==> src/rtl/faux_host_command_layer_if.sv <==
`timescale 1ns/1ps
`default_nettype none
// +----------------------------------------------------------------------------+
// | faux_host_command_layer_if                                                 |
// | User command port, transport handshake and device event bundle.            |
// | Revision: 1.0                                                              |
// +----------------------------------------------------------------------------+
interface faux_host_command_layer_if;
    logic        cmd_stb;
    logic        cmd_write;
    logic [47:0] cmd_lba;
    logic [15:0] cmd_sector_count;
    logic        cmd_ready;
    logic        cmd_busy;
    logic        cmd_done;
    logic        cmd_error;
    logic [7:0]  cmd_status;
    logic [3:0]  cmd_err_code;
    logic        transport_layer_ready;
    logic        send_h2d_reg_stb;
    logic        send_data_stb;
    logic [23:0] data_size;
    logic        xmit_done;
    logic [7:0]  h2d_command;
    logic        h2d_cmd_bit;
    logic [47:0] h2d_lba;
    logic [15:0] h2d_sector_count;
    logic [7:0]  h2d_device;
    logic [15:0] h2d_features;
    logic        d2h_reg_stb;
    logic [7:0]  d2h_status;
    logic        d2h_dma_act_stb;
    logic        rx_data_stb;
    logic        remote_abort;
    logic        xmit_error;
    logic        read_crc_fail;
    logic [3:0]  hcl_state;

    // master: the host command layer itself; slave: user, transport and device side
    modport master (
        input  cmd_stb, cmd_write, cmd_lba, cmd_sector_count,
        output cmd_ready, cmd_busy, cmd_done, cmd_error, cmd_status, cmd_err_code,
        input  transport_layer_ready,
        output send_h2d_reg_stb, send_data_stb, data_size,
        input  xmit_done,
        output h2d_command, h2d_cmd_bit, h2d_lba, h2d_sector_count, h2d_device, h2d_features,
        input  d2h_reg_stb, d2h_status, d2h_dma_act_stb, rx_data_stb,
        input  remote_abort, xmit_error, read_crc_fail,
        output hcl_state
    );

    modport slave (
        output cmd_stb, cmd_write, cmd_lba, cmd_sector_count,
        input  cmd_ready, cmd_busy, cmd_done, cmd_error, cmd_status, cmd_err_code,
        output transport_layer_ready,
        input  send_h2d_reg_stb, send_data_stb, data_size,
        output xmit_done,
        input  h2d_command, h2d_cmd_bit, h2d_lba, h2d_sector_count, h2d_device, h2d_features,
        output d2h_reg_stb, d2h_status, d2h_dma_act_stb, rx_data_stb,
        output remote_abort, xmit_error, read_crc_fail,
        input  hcl_state
    );
endinterface
`default_nettype wire

==> src/rtl/faux_host_command_layer.sv <==
`timescale 1ns/1ps
`default_nettype none
// +----------------------------------------------------------------------------+
// | faux_host_command_layer                                                    |
// | Host initiator issuing DMA READ/WRITE EXT and sequencing the data phase.   |
// | Revision: 1.0                                                              |
// +----------------------------------------------------------------------------+
module faux_host_command_layer #(
    parameter int MAX_BURST_DWORDS = 2048,
    parameter int TIMEOUT_CYCLES   = 100000
) (
    input wire clk,
    input wire rst,
    faux_host_command_layer_if.master bus
);

    localparam int              TMR_W     = $clog2(TIMEOUT_CYCLES + 1);
    localparam logic [TMR_W-1:0] TMR_LAST = TMR_W'(TIMEOUT_CYCLES - 1);
    localparam logic [23:0]     MAX_BURST = 24'(MAX_BURST_DWORDS);

    localparam logic [3:0] ST_WAIT_SIG  = 4'd0;
    localparam logic [3:0] ST_IDLE      = 4'd1;
    localparam logic [3:0] ST_SEND_CMD  = 4'd2;
    localparam logic [3:0] ST_READ      = 4'd3;
    localparam logic [3:0] ST_WR_ACT    = 4'd4;
    localparam logic [3:0] ST_WR_SEND   = 4'd5;
    localparam logic [3:0] ST_WAIT_STAT = 4'd6;
    localparam logic [3:0] ST_DONE      = 4'd7;

    logic [3:0]       state_q, state_d;
    logic [23:0]      remaining_q, remaining_d;
    logic [TMR_W-1:0] timer_q, timer_d;
    logic             act_pend_q, act_pend_d;
    logic             write_q, write_d;
    logic [3:0]       err_q, err_d;
    logic [7:0]       status_q, status_d;
    logic [23:0]      data_size_q, data_size_d;
    logic [7:0]       command_q, command_d;
    logic             cmd_bit_q, cmd_bit_d;
    logic [47:0]      lba_q, lba_d;
    logic [15:0]      count_q, count_d;
    logic             reg_stb_q, reg_stb_d;
    logic             data_stb_q, data_stb_d;
    logic             done_q, done_d;
    logic             error_q, error_d;

    logic             w_active;
    logic             w_progress;
    logic             w_timeout;
    logic             w_tmo_fire;
    logic             w_act;
    logic             w_rx_count;
    logic [23:0]      w_rem_after_rx;
    logic [23:0]      w_burst;
    logic [23:0]      w_total;
    logic             w_xport_err;

    assign w_active       = (state_q >= ST_SEND_CMD) && (state_q <= ST_WAIT_STAT);
    assign w_progress     = bus.rx_data_stb | bus.d2h_reg_stb | bus.d2h_dma_act_stb | bus.xmit_done;
    assign w_timeout      = w_active && !w_progress && (timer_q == TMR_LAST);
    assign w_act          = bus.d2h_dma_act_stb | act_pend_q;
    assign w_rx_count     = bus.rx_data_stb && (remaining_q != 24'd0);
    assign w_rem_after_rx = w_rx_count ? remaining_q - 24'd1 : remaining_q;
    assign w_burst        = (remaining_q < MAX_BURST) ? remaining_q : MAX_BURST;
    assign w_total        = {1'b0, bus.cmd_sector_count, 7'd0};
    assign w_xport_err    = bus.remote_abort | bus.xmit_error | bus.read_crc_fail;

    always_ff @(posedge clk) begin
        if (!rst) begin
            state_q <= ST_WAIT_SIG;
        end else begin
            state_q <= state_d;
        end
    end

    always_comb begin
        state_d    = state_q;
        w_tmo_fire = 1'b0;
        case (state_q)
            ST_WAIT_SIG:  if (bus.d2h_reg_stb) state_d = ST_IDLE;
            ST_IDLE:      if (bus.cmd_stb && (bus.cmd_sector_count != 16'd0)) state_d = ST_SEND_CMD;
            ST_SEND_CMD:  if (bus.transport_layer_ready) state_d = write_q ? ST_WR_ACT : ST_READ;
            ST_READ: begin
                // a status FIS alongside the final dword still counts as normal completion
                if (bus.d2h_reg_stb)               state_d = ST_DONE;
                else if (w_rem_after_rx == 24'd0)  state_d = ST_WAIT_STAT;
            end
            ST_WR_ACT:    if (w_act && bus.transport_layer_ready) state_d = ST_WR_SEND;
            ST_WR_SEND:   if (bus.xmit_done) state_d = (remaining_q == 24'd0) ? ST_WAIT_STAT : ST_WR_ACT;
            ST_WAIT_STAT: if (bus.d2h_reg_stb) state_d = ST_DONE;
            ST_DONE:      state_d = ST_IDLE;
            default:      state_d = ST_WAIT_SIG;
        endcase
        if (w_timeout && (state_d == state_q)) begin
            state_d    = ST_DONE;
            w_tmo_fire = 1'b1;
        end
    end

    always_comb begin
        remaining_d = remaining_q;
        act_pend_d  = act_pend_q;
        write_d     = write_q;
        err_d       = err_q;
        status_d    = status_q;
        data_size_d = data_size_q;
        command_d   = command_q;
        cmd_bit_d   = cmd_bit_q;
        lba_d       = lba_q;
        count_d     = count_q;
        error_d     = error_q;
        reg_stb_d   = 1'b0;
        data_stb_d  = 1'b0;
        done_d      = 1'b0;
        timer_d     = (w_active && !w_progress && (state_d == state_q)) ? timer_q + 1'b1 : '0;

        case (state_q)
            ST_WAIT_SIG: begin
                if (bus.d2h_reg_stb) status_d = bus.d2h_status;
            end
            ST_IDLE: begin
                if (bus.cmd_stb) begin
                    lba_d      = bus.cmd_lba;
                    count_d    = bus.cmd_sector_count;
                    write_d    = bus.cmd_write;
                    command_d  = bus.cmd_write ? 8'h35 : 8'h25;
                    act_pend_d = 1'b0;
                    err_d      = 4'b0000;
                    if (bus.cmd_sector_count == 16'd0) begin
                        err_d   = 4'b1000;
                        done_d  = 1'b1;
                        error_d = 1'b1;
                    end else begin
                        remaining_d = w_total;
                    end
                end
            end
            ST_SEND_CMD: begin
                if (bus.transport_layer_ready) begin
                    reg_stb_d = 1'b1;
                    cmd_bit_d = 1'b1;
                end
            end
            ST_READ: begin
                remaining_d = w_rem_after_rx;
                if (bus.d2h_reg_stb) begin
                    status_d = bus.d2h_status;
                    err_d[0] = bus.d2h_status[0];
                    if (w_rem_after_rx != 24'd0) err_d[3] = 1'b1;
                end
            end
            ST_WR_ACT: begin
                // an Activate seen while transport is busy waits here for ready
                if (w_act && bus.transport_layer_ready) begin
                    data_size_d = w_burst;
                    data_stb_d  = 1'b1;
                    remaining_d = remaining_q - w_burst;
                    act_pend_d  = 1'b0;
                end else if (bus.d2h_dma_act_stb) begin
                    act_pend_d  = 1'b1;
                end
            end
            ST_WR_SEND: begin
                if (bus.d2h_dma_act_stb) act_pend_d = 1'b1;
            end
            ST_WAIT_STAT: begin
                if (bus.d2h_reg_stb) begin
                    status_d = bus.d2h_status;
                    err_d[0] = bus.d2h_status[0];
                end
            end
            ST_DONE: begin
                cmd_bit_d = 1'b0;
            end
            default: ;
        endcase

        if (w_active && w_xport_err) err_d[1] = 1'b1;
        if (w_tmo_fire)              err_d[2] = 1'b1;
        if ((state_d == ST_DONE) && (state_q != ST_DONE)) begin
            done_d  = 1'b1;
            error_d = |err_d;
        end
    end

    always_ff @(posedge clk) begin
        if (!rst) begin
            remaining_q <= '0;
            timer_q     <= '0;
            act_pend_q  <= 1'b0;
            write_q     <= 1'b0;
            err_q       <= '0;
            status_q    <= '0;
            data_size_q <= '0;
            command_q   <= '0;
            cmd_bit_q   <= 1'b0;
            lba_q       <= '0;
            count_q     <= '0;
            reg_stb_q   <= 1'b0;
            data_stb_q  <= 1'b0;
            done_q      <= 1'b0;
            error_q     <= 1'b0;
        end else begin
            remaining_q <= remaining_d;
            timer_q     <= timer_d;
            act_pend_q  <= act_pend_d;
            write_q     <= write_d;
            err_q       <= err_d;
            status_q    <= status_d;
            data_size_q <= data_size_d;
            command_q   <= command_d;
            cmd_bit_q   <= cmd_bit_d;
            lba_q       <= lba_d;
            count_q     <= count_d;
            reg_stb_q   <= reg_stb_d;
            data_stb_q  <= data_stb_d;
            done_q      <= done_d;
            error_q     <= error_d;
        end
    end

    assign bus.cmd_ready        = (state_q == ST_IDLE);
    assign bus.cmd_busy         = (state_q != ST_IDLE);
    assign bus.cmd_done         = done_q;
    assign bus.cmd_error        = error_q;
    assign bus.cmd_status       = status_q;
    assign bus.cmd_err_code     = err_q;
    assign bus.send_h2d_reg_stb = reg_stb_q;
    assign bus.send_data_stb    = data_stb_q;
    assign bus.data_size        = data_size_q;
    assign bus.h2d_command      = command_q;
    assign bus.h2d_cmd_bit      = cmd_bit_q;
    assign bus.h2d_lba          = lba_q;
    assign bus.h2d_sector_count = count_q;
    assign bus.h2d_device       = 8'h40;
    assign bus.h2d_features     = 16'h0000;
    assign bus.hcl_state        = state_q;

endmodule
`default_nettype wire

==> src/flat_wrapper.sv <==
// flat-port wrapper written by rule: the top's interface ports become plain ports
module faux_host_command_layer_flat 
#(
    parameter int MAX_BURST_DWORDS = 2048,
    parameter int TIMEOUT_CYCLES   = 100000
)
  (clk, rst, bus_cmd_stb, bus_cmd_write, bus_cmd_lba, bus_cmd_sector_count, bus_cmd_ready, bus_cmd_busy, bus_cmd_done, bus_cmd_error, bus_cmd_status, bus_cmd_err_code, bus_transport_layer_ready, bus_send_h2d_reg_stb, bus_send_data_stb, bus_data_size, bus_xmit_done, bus_h2d_command, bus_h2d_cmd_bit, bus_h2d_lba, bus_h2d_sector_count, bus_h2d_device, bus_h2d_features, bus_d2h_reg_stb, bus_d2h_status, bus_d2h_dma_act_stb, bus_rx_data_stb, bus_remote_abort, bus_xmit_error, bus_read_crc_fail, bus_hcl_state);
  faux_host_command_layer_if bus_i ();
  input wire clk;
  input wire rst;
  input wire logic [$bits(bus_i.cmd_stb)-1:0] bus_cmd_stb;
  input wire logic [$bits(bus_i.cmd_write)-1:0] bus_cmd_write;
  input wire logic [$bits(bus_i.cmd_lba)-1:0] bus_cmd_lba;
  input wire logic [$bits(bus_i.cmd_sector_count)-1:0] bus_cmd_sector_count;
  output wire logic [$bits(bus_i.cmd_ready)-1:0] bus_cmd_ready;
  output wire logic [$bits(bus_i.cmd_busy)-1:0] bus_cmd_busy;
  output wire logic [$bits(bus_i.cmd_done)-1:0] bus_cmd_done;
  output wire logic [$bits(bus_i.cmd_error)-1:0] bus_cmd_error;
  output wire logic [$bits(bus_i.cmd_status)-1:0] bus_cmd_status;
  output wire logic [$bits(bus_i.cmd_err_code)-1:0] bus_cmd_err_code;
  input wire logic [$bits(bus_i.transport_layer_ready)-1:0] bus_transport_layer_ready;
  output wire logic [$bits(bus_i.send_h2d_reg_stb)-1:0] bus_send_h2d_reg_stb;
  output wire logic [$bits(bus_i.send_data_stb)-1:0] bus_send_data_stb;
  output wire logic [$bits(bus_i.data_size)-1:0] bus_data_size;
  input wire logic [$bits(bus_i.xmit_done)-1:0] bus_xmit_done;
  output wire logic [$bits(bus_i.h2d_command)-1:0] bus_h2d_command;
  output wire logic [$bits(bus_i.h2d_cmd_bit)-1:0] bus_h2d_cmd_bit;
  output wire logic [$bits(bus_i.h2d_lba)-1:0] bus_h2d_lba;
  output wire logic [$bits(bus_i.h2d_sector_count)-1:0] bus_h2d_sector_count;
  output wire logic [$bits(bus_i.h2d_device)-1:0] bus_h2d_device;
  output wire logic [$bits(bus_i.h2d_features)-1:0] bus_h2d_features;
  input wire logic [$bits(bus_i.d2h_reg_stb)-1:0] bus_d2h_reg_stb;
  input wire logic [$bits(bus_i.d2h_status)-1:0] bus_d2h_status;
  input wire logic [$bits(bus_i.d2h_dma_act_stb)-1:0] bus_d2h_dma_act_stb;
  input wire logic [$bits(bus_i.rx_data_stb)-1:0] bus_rx_data_stb;
  input wire logic [$bits(bus_i.remote_abort)-1:0] bus_remote_abort;
  input wire logic [$bits(bus_i.xmit_error)-1:0] bus_xmit_error;
  input wire logic [$bits(bus_i.read_crc_fail)-1:0] bus_read_crc_fail;
  output wire logic [$bits(bus_i.hcl_state)-1:0] bus_hcl_state;
  assign bus_i.cmd_stb = bus_cmd_stb;
  assign bus_i.cmd_write = bus_cmd_write;
  assign bus_i.cmd_lba = bus_cmd_lba;
  assign bus_i.cmd_sector_count = bus_cmd_sector_count;
  assign bus_cmd_ready = bus_i.cmd_ready;
  assign bus_cmd_busy = bus_i.cmd_busy;
  assign bus_cmd_done = bus_i.cmd_done;
  assign bus_cmd_error = bus_i.cmd_error;
  assign bus_cmd_status = bus_i.cmd_status;
  assign bus_cmd_err_code = bus_i.cmd_err_code;
  assign bus_i.transport_layer_ready = bus_transport_layer_ready;
  assign bus_send_h2d_reg_stb = bus_i.send_h2d_reg_stb;
  assign bus_send_data_stb = bus_i.send_data_stb;
  assign bus_data_size = bus_i.data_size;
  assign bus_i.xmit_done = bus_xmit_done;
  assign bus_h2d_command = bus_i.h2d_command;
  assign bus_h2d_cmd_bit = bus_i.h2d_cmd_bit;
  assign bus_h2d_lba = bus_i.h2d_lba;
  assign bus_h2d_sector_count = bus_i.h2d_sector_count;
  assign bus_h2d_device = bus_i.h2d_device;
  assign bus_h2d_features = bus_i.h2d_features;
  assign bus_i.d2h_reg_stb = bus_d2h_reg_stb;
  assign bus_i.d2h_status = bus_d2h_status;
  assign bus_i.d2h_dma_act_stb = bus_d2h_dma_act_stb;
  assign bus_i.rx_data_stb = bus_rx_data_stb;
  assign bus_i.remote_abort = bus_remote_abort;
  assign bus_i.xmit_error = bus_xmit_error;
  assign bus_i.read_crc_fail = bus_read_crc_fail;
  assign bus_hcl_state = bus_i.hcl_state;
  faux_host_command_layer #(.MAX_BURST_DWORDS(MAX_BURST_DWORDS), .TIMEOUT_CYCLES(TIMEOUT_CYCLES)) u_core (.clk(clk), .rst(rst), .bus(bus_i));
endmodule
==> config.mk <==
export PLATFORM = sky130hd
export DESIGN_NAME = faux_host_command_layer_flat
export DESIGN_NICKNAME = d
export VERILOG_FILES = /design/src/rtl/faux_host_command_layer_if.sv /design/src/rtl/faux_host_command_layer.sv /design/src/flat_wrapper.sv
export SDC_FILE = /design/constraint.sdc
export NUM_CORES = 1
export LEC_CHECK = 0
export BUFFER_PORTS_ARGS = -buffer_cell sky130_fd_sc_hd__buf_2
export CORE_MARGIN = 2
export CORE_UTILIZATION = 45
export CTS_CLUSTER_SIZE = 20
export DETAILED_ROUTE_END_ITERATION = 10
export PLACE_DENSITY = 0.73
export REMOVE_ABC_BUFFERS = 1
export SLEW_MARGIN = 5
export SYNTH_ARGS = -nofsm -noshare
export SYNTH_HDL_FRONTEND = slang
export SYNTH_SLANG_ARGS = --single-unit
==> constraint.sdc <==
create_clock -name clk -period 2.9 [get_ports clk]
set_clock_uncertainty 0.05 [all_clocks]
set_input_delay 0.145 -clock clk [delete_from_list [all_inputs] [get_ports clk]]
set_output_delay 0.145 -clock clk [all_outputs]
set_load 0.01 [all_outputs]
==> metrics.md <==
| Metric | Value |
|---|---|
| Outcome | complete, no violations |
| Worst Max-Slew Pin Slew | approximately 700 ps |
| Clk slew on worst S/H paths | 60 ps |
| Lkg Pwr | roughly 0.0046 uW |
| Post-Syn Area per Cell | approximately 8.2 um^2 |
| Routability congestion estimate from global placement | between 0.9 and 1 |
| Count of pins over their slew limit | 0 |
| Initial Util | between 40% and 50% |
| Post-route cell area | approximately 11000 um^2 |
| Crit share post-route | between 90% and 100% |
| Drt drc | 0 |
| Grt ovf | 0 |
| Final hold violation count | 0 |
| Fin util | 61.9% |
| DIE AREA | 18700 um^2 |
| Most common cell after layout, fill and taps aside | buf_2 |
| Share of cells above drive strength 1 | between 20% and 30% |
| Min Hold Slack | between 40 and 50 ps |
| ANT cells | 0 |
| Setup_tns | 0 ps |
| Hold WC Path Type | in -> reg |
| GR Util met3 | between 5 and 6% |
| Post-DRT Antenna Nets | 0 |
| Sw Share | between 20 and 30% |
| Area after DPL | 9310 um^2 |
| Asr flop ratio synth | 0% |
| GRT Util Overall | about a quarter |
| Worst Setup Path Type | reg -> reg |
| DP HPWL | 16300 um |
| CTS root buf | clkbuf_16 |
| Top_reg_cell synth | dfxtp_1 |
| DR WL/cell | roughly 17 um |
| Endpoint class of the critical path | register |
| CP peak stage delay | between 400 and 500 ps |
| Vias in the first global route | around 7600 |
| Critical Path Start | u_core.remaining_q[2]$_SDFFE_PN0P_ |
| Crit path required time | 3170 ps |
| First-pass GRT wire length | 38500 um |
| Vias/cell | approximately 5.4 |
| GRT met2 Usage | roughly two fifths |
| CP startpoint kind | register |
| Mapped Cells | roughly 970 |
| Initial antenna violation count | 0 |
| RSZ-0062 raised after global routing | no |
| WL final | 24700 um |
| Clock power frac | 44.6% |
| Pre-antenna DRT Iters | 5 |
| Crit-path slowest cell | or3b_4 |
| Largest net degree at the start of global routing | 87 |
| I/O Buffers | approximately 200 |
| Final nets | around 1300 |
| TritonCTS buffer count | 17 |
| Area leader, netlist | dfxtp_1 |
| Max Clk Rate | 0.365 GHz |
| Setup Viol. Count Final | 0 |
| Die height | between 100 and 150 um |
| Post-synthesis sequential area ratio | about two fifths |
| Synth-to-layout area growth | 34.7% |
| M1 GR Usage | 34.9% |
| Longest Clk Path Bufs | 2 |
| Yosys reg bits | 153 |
| DR vias | ~8000 |
| Internal Pwr Total | approximately 3800 uW |
| Critical path, cell by cell | buf_4 > nor4_2 > nand3_1 > a21oi_1 > o211ai_1 > or3b_4 > o31ai_4 > a2bb2oi_4 > buf_12 > nor3_2 |
| WP data arrival | about 3000 ps |
| CTS sink count | about 150 |
| Sequential Power Share | a little over two fifths |
| Worst Path Max Fanout | 9 |
| Fin crit period | ~2700 ps |
| EDFF count, synth | 0 |
| Synth unique cells | 80 |
| 1st-iter DRT viols | 581 |
| Rel. slew slack | about 54% |
| Synth top area share | between 30 and 40% |
| Pwr Density | 481 nW/um^2 |
| Worst vdd ir | roughly 420 uV |
| YS warnings | 0 |
| TritonCTS clock tree | yes |
| FF-to-FF Start | u_core.remaining_q[2]$_SDFFE_PN0P_ |
| Sw Pwr | roughly 1400 uW |
| CP bufs+invs | 2 |
| Comb pwr share | 13.5% |
| Core Area | approximately 17000 um^2 |
| # H-tree levels | 4 |
| Most frequent cells in the layout | buf_2 (197), nand2_1 (192), dfxtp_1 (153), a21boi_0 (87), dlygate4sd3_1 (74) |
| Hold Path Origin | bus_read_crc_fail |
| Latest clock arrival within the worst-skew pair | around 430 ps |
| Ports | 227 |
| Leading cell types by total area after synthesis | dfxtp_1 (39%), nand2_1 (9.1%), a21boi_0 (8.2%) |
| Synthesized area | 7920 um^2 |
| Cell family with most CP delay | simple AND/OR/NAND/NOR gates |
| Max-capacitance violation count | 0 |
| GR peak layer | met2 |
| Row cnt | between 40 and 50 |
| Die extent in x | between 100 and 150 um |
-- final cells by class --
class / instances / area, um^2
Clock buffer: 18 / 439
Clock inverter: 14 / 161
Fill cell: 1473 / 6560
Inverter: 13 / 48.8
Multi-Input combinational cell: 730 / 4440
Sequential cell: 153 / 3060
Tap cell: 225 / 282
Timing Repair Buffer: 334 / 2240
-- power by group through the flow --
stage	clock network (uW)	logic, uW	registers, uW
floorplan	0	311	2210
global placement	0	591	2200
detailed placement	0	594	2200
CTS	2330	675	2150
global route	2400	747	2160
finish	2290	693	2150
-- layer usage --
layer | part of all wire (%) | vias up
met4 | 2.5 | 0
met3 | 6.2 | 45
met1 | 44 | 3841
li1 | - | 3900
met5 | 0 | -
met2 | 47 | 301
-- worst min-delay path, cell delays in order --
cell and delay, ps:
buf_2 70, o31a_1 100, a21oi_1 60, nor2b_1 100
-- kinds of logic (layout without fill, tap and decap cells) --
logic type	count (synthesis)	count (layout)	synth area share [%]
compound gates	238	238	21.8
mux	11	11	1.41
other cells	2	31	0.0948
flops	153	153	38.7
buf+inv	113	379	7.09
fa+ha+maj	4	4	0.632
xor+xnor	26	26	2.87
simple gates	420	420	27.5
-- path summary, 6_finish.rpt --
| path | to | slack, ps | depth (start not counted) |
|---|---|---|---|
| max | u_core.timer_q[16]$_SDFF_PN0_ | 160 | 10 |
| min | u_core.bus.cmd_err_code[1]$_SDFF_PN0_ | 50 | 4 |
| max reg2reg | u_core.timer_q[16]$_SDFF_PN0_ | 160 | 10 |
| min reg2reg | u_core.bus.data_size[1]$_SDFFE_PN0P_ | 410 | 2 |
-- what timing repair did --
action | CTS | global route
hold buffers | 74 | 0
hold endpoints to repair | 75 | 0
resized for setup | 0 | 4
setup buffers | 0 | 0
setup endpoints to repair | 0 | 20
-- stage by stage --
step | setup slack, ps | cells | power (uW)
detailed placement | 135 | 1381 | 2790
CTS | 130 | 1487 | 5160
global route | 8.22 | 1487 | 5300
floorplan | -749 | 896 | 2520
global placement | 173 | 1381 | 2790
finish | 164 | 1487 | 5140
-- registers in the layout, summed over array words and instances, names as in the netlist, 2 cells and up --
| register | cells |
|---|---|
| u_core.bus.h2d_lba | 48 |
| u_core.bus.data_size | 24 |
| u_core.remaining_q | 24 |
| u_core.timer_q | 17 |
| u_core.bus.h2d_sector_count | 16 |
| u_core.bus.cmd_status | 8 |
| u_core.bus.cmd_err_code | 4 |
| u_core.bus.hcl_state | 4 |
| u_core.bus.h2d_command | 2 |
-- cells in the mapped netlist (10+ instances only) --
master / number
o21ai_0: 41
nor2_1: 45
mux2i_1: 10
buf_4: 31
a21oi_1: 30
and3_1: 22
nor4_1: 13
xnor2_1: 15
dfxtp_1: 153
nand2_1: 193
clkbuf_1: 59
nand3_1: 31
a21boi_0: 87
nor3_1: 18
inv_1: 13
nor2b_1: 20
xor2_1: 11
(Power assumes the default switching activity.)
